$ cat src/rtl/hps_reset_pulser_pkg.sv
// Shared types and helpers for the HPS reset-request pulser.
package hps_reset_pulser_pkg;

  typedef enum logic [1:0] {
    ST_IDLE    = 2'd0,
    ST_PULSE   = 2'd1,
    ST_HOLDOFF = 2'd2
  } ch_state_e;

  localparam logic EDGE_RISE = 1'b1;
  localparam logic EDGE_FALL = 1'b0;

  localparam int unsigned FLD_MAX = 512;

  typedef logic [FLD_MAX-1:0] fld_vec_t;

  function automatic logic [31:0] field_get(
    input fld_vec_t    vec,
    input int unsigned idx,
    input int unsigned w
  );
    fld_vec_t    sh;
    logic [31:0] mask;
    sh   = vec >> (idx * w);
    mask = (w >= 32) ? '1 : ((32'd1 << w) - 32'd1);
    return sh[31:0] & mask;
  endfunction

endpackage

$ cat src/rtl/hps_reset_pulse_channel.sv
// One request channel: input stages, edge detect,
// pulse/holdoff FSM with its down-counter, sticky drop flag.
module hps_reset_pulse_channel
  import hps_reset_pulser_pkg::*;
#(
  parameter int               CNT_W       = 8,
  parameter logic [CNT_W-1:0] PULSE_LEN   = CNT_W'(6),
  parameter logic [CNT_W-1:0] HOLDOFF_LEN = CNT_W'(16),
  parameter logic             EDGE_TYPE   = EDGE_RISE,
  parameter logic             IGNORE_RST  = 1'b1
) (
  input  logic clk_i,
  input  logic rst_ni,
  input  logic req_i,
  input  logic clr_dropped_i,
  input  logic preempt_i,
  output logic trigger_o,
  output logic reset_o,
  output logic busy_o,
  output logic dropped_o
);

  localparam logic [CNT_W-1:0] LOAD_P =
    (PULSE_LEN == '0) ? '0 : PULSE_LEN - 1'b1;
  localparam logic [CNT_W-1:0] LOAD_H =
    (HOLDOFF_LEN == '0) ? '0 : HOLDOFF_LEN - 1'b1;
  localparam logic HOLD_EN = (HOLDOFF_LEN != '0);

  ch_state_e        state_q;
  logic [CNT_W-1:0] cnt_q;
  logic             s1_q;
  logic             s2_q;
  logic             reset_q;
  logic             busy_q;
  logic             dropped_q;
  logic             dropped_d;

  logic rise_w;
  logic fall_w;
  logic edge_w;
  logic idle_w;
  logic drop_set_w;
  logic keep_w;

  assign rise_w = s1_q & ~s2_q;
  assign fall_w = ~s1_q & s2_q;
  assign edge_w = (EDGE_TYPE == EDGE_FALL) ? fall_w : rise_w;
  assign idle_w = (state_q == ST_IDLE);

  assign trigger_o  = rst_ni & edge_w & idle_w & ~preempt_i;
  assign drop_set_w = rst_ni & edge_w & ~idle_w & ~preempt_i;
  assign dropped_d  = drop_set_w | (dropped_q & ~clr_dropped_i);

  // A pulse already in flight may outlive reset; holdoff never does.
  assign keep_w = IGNORE_RST & (state_q == ST_PULSE) & (cnt_q != '0);

  always_ff @(posedge clk_i) begin
    if (!rst_ni) begin
      s1_q      <= 1'b0;
      s2_q      <= 1'b0;
      dropped_q <= 1'b0;
      if (keep_w) begin
        cnt_q <= cnt_q - 1'b1;
      end else begin
        state_q <= ST_IDLE;
        cnt_q   <= '0;
        reset_q <= 1'b0;
        busy_q  <= 1'b0;
      end
    end else begin
      s1_q      <= req_i;
      s2_q      <= s1_q;
      dropped_q <= dropped_d;
      if (preempt_i) begin
        state_q <= ST_IDLE;
        cnt_q   <= '0;
        reset_q <= 1'b0;
        busy_q  <= 1'b0;
      end else begin
        unique case (state_q)
          ST_IDLE: begin
            if (trigger_o) begin
              state_q <= ST_PULSE;
              cnt_q   <= LOAD_P;
              reset_q <= 1'b1;
              busy_q  <= 1'b1;
            end
          end
          ST_PULSE: begin
            if (cnt_q == '0) begin
              reset_q <= 1'b0;
              if (HOLD_EN) begin
                state_q <= ST_HOLDOFF;
                cnt_q   <= LOAD_H;
              end else begin
                state_q <= ST_IDLE;
                busy_q  <= 1'b0;
              end
            end else begin
              cnt_q <= cnt_q - 1'b1;
            end
          end
          ST_HOLDOFF: begin
            if (cnt_q == '0) begin
              state_q <= ST_IDLE;
              busy_q  <= 1'b0;
            end else begin
              cnt_q <= cnt_q - 1'b1;
            end
          end
          default: begin
            state_q <= ST_IDLE;
            cnt_q   <= '0;
            reset_q <= 1'b0;
            busy_q  <= 1'b0;
          end
        endcase
      end
    end
  end

  assign reset_o   = reset_q;
  assign busy_o    = busy_q;
  assign dropped_o = dropped_q;

endmodule

$ cat src/rtl/hps_reset_pulser.sv
// N-channel HPS reset-request pulse generator.
// Channel 0 is cold reset and may preempt all others.
module hps_reset_pulser
  import hps_reset_pulser_pkg::*;
#(
  parameter int                      NUM_CH       = 2,
  parameter int                      CNT_W        = 8,
  parameter logic [NUM_CH*CNT_W-1:0] PULSE_LEN    = {8'd2, 8'd6},
  parameter logic [NUM_CH*CNT_W-1:0] HOLDOFF_LEN  = {8'd4, 8'd16},
  parameter logic [NUM_CH-1:0]       EDGE_TYPE    = 2'b11,
  parameter logic [NUM_CH-1:0]       IGNORE_RST_WHILE_BUSY = 2'b11,
  parameter logic                    COLD_PREEMPT = 1'b1
) (
  input  logic              clock_clk,
  input  logic              hps_fpga_reset_n,
  input  logic [NUM_CH-1:0] req_in,
  input  logic              clr_dropped,
  output logic [NUM_CH-1:0] reset_out,
  output logic [NUM_CH-1:0] busy,
  output logic [NUM_CH-1:0] dropped
);

  logic              cold_trig;
  logic              cold_pre;
  logic [NUM_CH-1:0] trig_unused;

  assign cold_pre = COLD_PREEMPT & cold_trig;

  for (genvar i = 0; i < NUM_CH; i++) begin : g_ch
    localparam logic [CNT_W-1:0] PL = CNT_W'(
      field_get(fld_vec_t'(PULSE_LEN), i, CNT_W));
    localparam logic [CNT_W-1:0] HL = CNT_W'(
      field_get(fld_vec_t'(HOLDOFF_LEN), i, CNT_W));

    logic pre;
    logic trig;

    if (i == 0) begin : g_cold
      assign pre = 1'b0;
    end else begin : g_warm
      assign pre = cold_pre;
    end

    hps_reset_pulse_channel #(
      .CNT_W      (CNT_W),
      .PULSE_LEN  (PL),
      .HOLDOFF_LEN(HL),
      .EDGE_TYPE  (EDGE_TYPE[i]),
      .IGNORE_RST (IGNORE_RST_WHILE_BUSY[i])
    ) u_ch (
      .clk_i        (clock_clk),
      .rst_ni       (hps_fpga_reset_n),
      .req_i        (req_in[i]),
      .clr_dropped_i(clr_dropped),
      .preempt_i    (pre),
      .trigger_o    (trig),
      .reset_o      (reset_out[i]),
      .busy_o       (busy[i]),
      .dropped_o    (dropped[i])
    );

    assign trig_unused[i] = trig;
  end

  assign cold_trig = g_ch[0].trig;

endmodule
$ cat config.mk
export PLATFORM = sky130hd
export DESIGN_NAME = hps_reset_pulser
export DESIGN_NICKNAME = d
export VERILOG_FILES = /design/src/rtl/hps_reset_pulser_pkg.sv /design/src/rtl/hps_reset_pulse_channel.sv /design/src/rtl/hps_reset_pulser.sv
export SDC_FILE = /design/constraint.sdc
export NUM_CORES = 1
export LEC_CHECK = 0
export ABC_AREA = 1
export CAP_MARGIN = 10
export CELL_PAD_IN_SITES_DETAIL_PLACEMENT = 0
export CELL_PAD_IN_SITES_GLOBAL_PLACEMENT = 1
export CORE_MARGIN = 3
export CORE_UTILIZATION = 31
export DETAILED_ROUTE_END_ITERATION = 8
export GPL_TIMING_DRIVEN = 0
export PLACE_DENSITY = 0.55
export SLEW_MARGIN = 40
export SYNTH_ARGS = -nofsm -noshare
export SYNTH_HDL_FRONTEND = slang
export SYNTH_SLANG_ARGS = --single-unit
$ cat constraint.sdc
create_clock -name clock_clk -period 2.41 [get_ports clock_clk]
set_clock_uncertainty 0.15 [all_clocks]
set_input_delay 0.482 -clock clock_clk [delete_from_list [all_inputs] [get_ports clock_clk]]
set_output_delay 0.482 -clock clock_clk [all_outputs]
set_load 0.01 [all_outputs]
==> summary.md <==
| Metric | Value |
|---|---|
| Status | `finished, final reports clean` |
| Layout cells sized above 1 | `0.1696` |
| RR Endpoint | `g_ch[0].u_ch.cnt_q[5]$_DFFE_PP_` |
| Number of buffers created by CTS | `5` |
| Synth Cell Area | `1784 µm²` |
| Total grt overflow | `0` |
| Row cnt | `26` |
| Maximum clock path buffer count | `2` |
| Worst Hold Class | `reg2reg` |
| Setup bufs post-CTS | `0` |
| Drt drc | `0` |
| Post-CTS Resized | `0` |
| Reg-to-reg startpoint | `g_ch[0].u_ch.state_q[0]$_SDFFCE_PN0P_` |
| Worst r2r path cells | `7` |
| Nets | `between 200 and 250` |
| Core area | `~5300 µm²` |
| Count of pins over their slew limit | `0` |
| Yosys top cell by area | `edfxtp_1` |
| Routed wire per std cell | `11.12 µm` |
| DP HPWL | `2.564 mm` |
| Syn Inst Count | `211` |
| Filler cells | `569` |
| WS Path Type | `in2reg` |
| Routed vias/inst | `roughly 4.4` |
| Layout Cells excl Fill | `300` |
| CTS tree | `done` |
| Clk Latency, worst-skew pair | `between 0.2 and 0.3 ns` |
| Synth cell types | `29` |
| Starting density of the core | `0.3344` |
| Top post-synthesis cells by area | `edfxtp_1 (40%), nand2_1 (10%), nor2_1 (6.9%)` |
| Gpl congestion | `between 0.7 and 0.8` |
| Post-synthesis sequential area ratio | `0.4712` |
| GRT Total Usage | `0.1183` |
| Fmax | `about 0.44 GHz` |
| Net Count, Synth | `between 200 and 250` |
| Pleak | `a little over 0.9 nW` |
| Highest metal used | `met4` |
| Crit start category | `primary input` |
| Synth top area share | `0.4039` |
| Flops & latches, synth | `30` |
| Post-synth top cells | `nand2_1 (48), nor2_1 (33), edfxtp_1 (24), inv_1 (24), nand3_1 (18)` |
| Yosys synthesis warning count | `0` |
| # H-tree levels | `2` |
| Die Y | `around 80 µm` |
| Count leader, synth | `nand2_1` |
| Internal reg-to-reg setup slack | `about 0.44 ns` |
| Clk root buf | `clkbuf_8` |
| Final number of setup-violating endpoints | `0` |
| CP max FO | `9` |
| First-pass GRT wire length | `~6 mm` |
| Dpl ws | `-0.1971 ns` |
| Vias in the first global route | `approximately 1300` |
| Req. time, crit path | `~2.3 ns` |
| Clock sink total | `30` |
| Min Tclk post-route | `2.261 ns` |
| Port bufs | `10` |
| Setup ws final | `between 0.1 and 0.15 ns` |
| Die X | `a little over 80 µm` |
| Worst setup EP type | `flip-flop` |
| DRT met1 WL | `between 1.5 and 2 mm` |
| Setup repair after global routing missed its margin | `no` |
| Wire length on met2 | `~1.4 mm` |
| Initial DRC count | `40` |
| Area delta synth->final | `16.55%` |
| Ys async rst share | `0` |
| 1st-pass router iterations | `4` |
| Hold Path End | `g_ch[1].u_ch.s2_q$_SDFF_PN0_` |
| Die ar. | `between 6000 and 7000 µm²` |
| Routed via count | `around 1300` |
| Initial antenna violation count | `0` |
| WL final | `3.335 mm` |
| Clk slew on worst S/H paths | `roughly 0.06 ns` |
| Placed insts | `roughly 290` |
| EDFF count, synth | `24` |
| Rel. slew slack | `0.7099` |
| Largest net degree at the start of global routing | `11` |
| Hold Fails Final Rpt | `0` |
| Detail Route Antenna Nets | `0` |
| Final Cycle Share | `0.9381` |
| PD cells | `about 1300 nW/µm²` |
| Routed wl met3 | `94 µm` |
| Most used DFF post-synth | `edfxtp_1` |
| Max-cap check violation count | `0` |
| # diodes | `0` |
| Synth Area per Inst | `between 8 and 9 µm²` |
| HP Start | `g_ch[1].u_ch.s1_q$_SDFF_PN0_` |
| Hold Buf Count CTS | `0` |
| Critical Path AT | `~2.1 ns` |
| TNS Setup | `0 ns` |
| Max IR drop VDD | `0.5247 mV` |
| I/O pin total | `11` |
| Least-Margin Pin Slew | `about 0.44 ns` |
| Tot Pwr | `2.777 mW` |
| Worst hold stages | `2` |
[logic make-up after synthesis]
kind of cell,after synthesis,synth area share
AO/OA/AOI/OAI,12,0.04138
XOR/XNOR,10,0.04909
adder cells (fa/ha/maj),3,0.02104
buffers and inverters,36,0.08905
flip-flops,30,0.4713
AND/OR/NAND/NOR,120,0.3282
[through the flow]
step                      area (µm²)  hold WS (ns)  utilization
after floorplan                 1784        0.2515            -
after global placement          1972        0.2681       0.3696
after detailed placement        1979        0.2679       0.3710
after CTS                       2079        0.2839       0.3898
after global routing            2079        0.3216       0.3898
final                           2079        0.2778       0.3898
[layout by cell type (no fill, tap or decap)]
cell | netlist | routed
a21oi_1 | 4 | 4
a21oi_2 | 1 | 1
buf_2 | 1 | 1
buf_4 | 6 | 7
clkbuf_8 | 0 | 7
clkdlybuf4s50_1 | 0 | 10
clkinv_1 | 1 | 2
dfxtp_1 | 6 | 6
edfxtp_1 | 24 | 24
ha_1 | 3 | 3
inv_1 | 24 | 24
inv_2 | 4 | 4
nand2_1 | 48 | 48
nand2_2 | 3 | 3
nand2_4 | 1 | 1
nand3_1 | 18 | 18
nand3_2 | 1 | 1
nand3b_1 | 1 | 1
nor2_1 | 33 | 33
nor2_2 | 4 | 4
nor2_4 | 5 | 5
nor2_8 | 1 | 1
nor3_1 | 2 | 2
nor3_2 | 1 | 1
nor3_4 | 1 | 1
o21a_1 | 1 | 1
o21ai_0 | 4 | 4
o21ai_2 | 2 | 2
or2_1 | 1 | 1
xnor2_1 | 4 | 4
xor2_1 | 6 | 6
[worst max-delay path by stage]
stage | depth (start not counted) | end | slack (ns) | start
5_1_grt | 7 | g_ch[0].u_ch.cnt_q[5]$_DFFE_PP_ | 0.02 | hps_fpga_reset_n
2_1_floorplan | 5 | g_ch[0].u_ch.cnt_q[0]$_DFFE_PP_ | 0.58 | hps_fpga_reset_n
6_report | 7 | g_ch[0].u_ch.cnt_q[5]$_DFFE_PP_ | 0.15 | hps_fpga_reset_n
4_1_cts | 7 | g_ch[0].u_ch.cnt_q[5]$_DFFE_PP_ | 0.11 | hps_fpga_reset_n
3_5_place_dp | 7 | g_ch[0].u_ch.cnt_q[5]$_DFFE_PP_ | -0.20 | hps_fpga_reset_n
3_3_place_gp | 6 | g_ch[0].u_ch.cnt_q[6]$_DFFE_PP_ | -0.35 | hps_fpga_reset_n
[report_power, final]
group / internal [mW] / leakage [nW] / switching, mW / total, mW
combinational: 0.526 / 0.573 / 0.796 / 1.32
sequential: 0.855 / 0.310 / 0.153 / 1.01
clock: 0.256 / 0.0519 / 0.189 / 0.446
[registers in the layout, summed over array words and instances (netlist names)]
name / count
g_ch.u_ch.dropped_o: 2
g_ch.u_ch.reset_o: 2
g_ch.u_ch.s1_q: 2
g_ch.u_ch.cnt_q: 16
g_ch.u_ch.busy_o: 2
g_ch.u_ch.s2_q: 2
g_ch.u_ch.state_q: 4
[routing by layer]
layer / up-vias / track usage
met5: - / 0
met4: 0 / 0.04983
met3: 8 / 0.03289
met2: 17 / 0.1793
met1: 603 / 0.1574
li1: 704 / -
[critical path, stage by stage]
cell	delay, ns
clkdlybuf4s50_1	0.48
inv_2	0.22
nor2_1	0.14
nand2_1	0.12
inv_1	0.07
a21oi_1	0.36
buf_4	0.24
[area by class of cell]
cell class	instances	area [µm²]	share of cell area
Tap cell	70	87.58	0.04212
Inverter	29	108.9	0.05235
Timing Repair Buffer	11	107.6	0.05174
Multi-Input combinational cell	145	784.5	0.3773
Clock inverter	1	3.754	0.001805
Buffer	7	50.05	0.02407
Sequential cell	30	840.8	0.4043
Clock buffer	7	96.34	0.04633
Power figures use the tool's default switching activity.
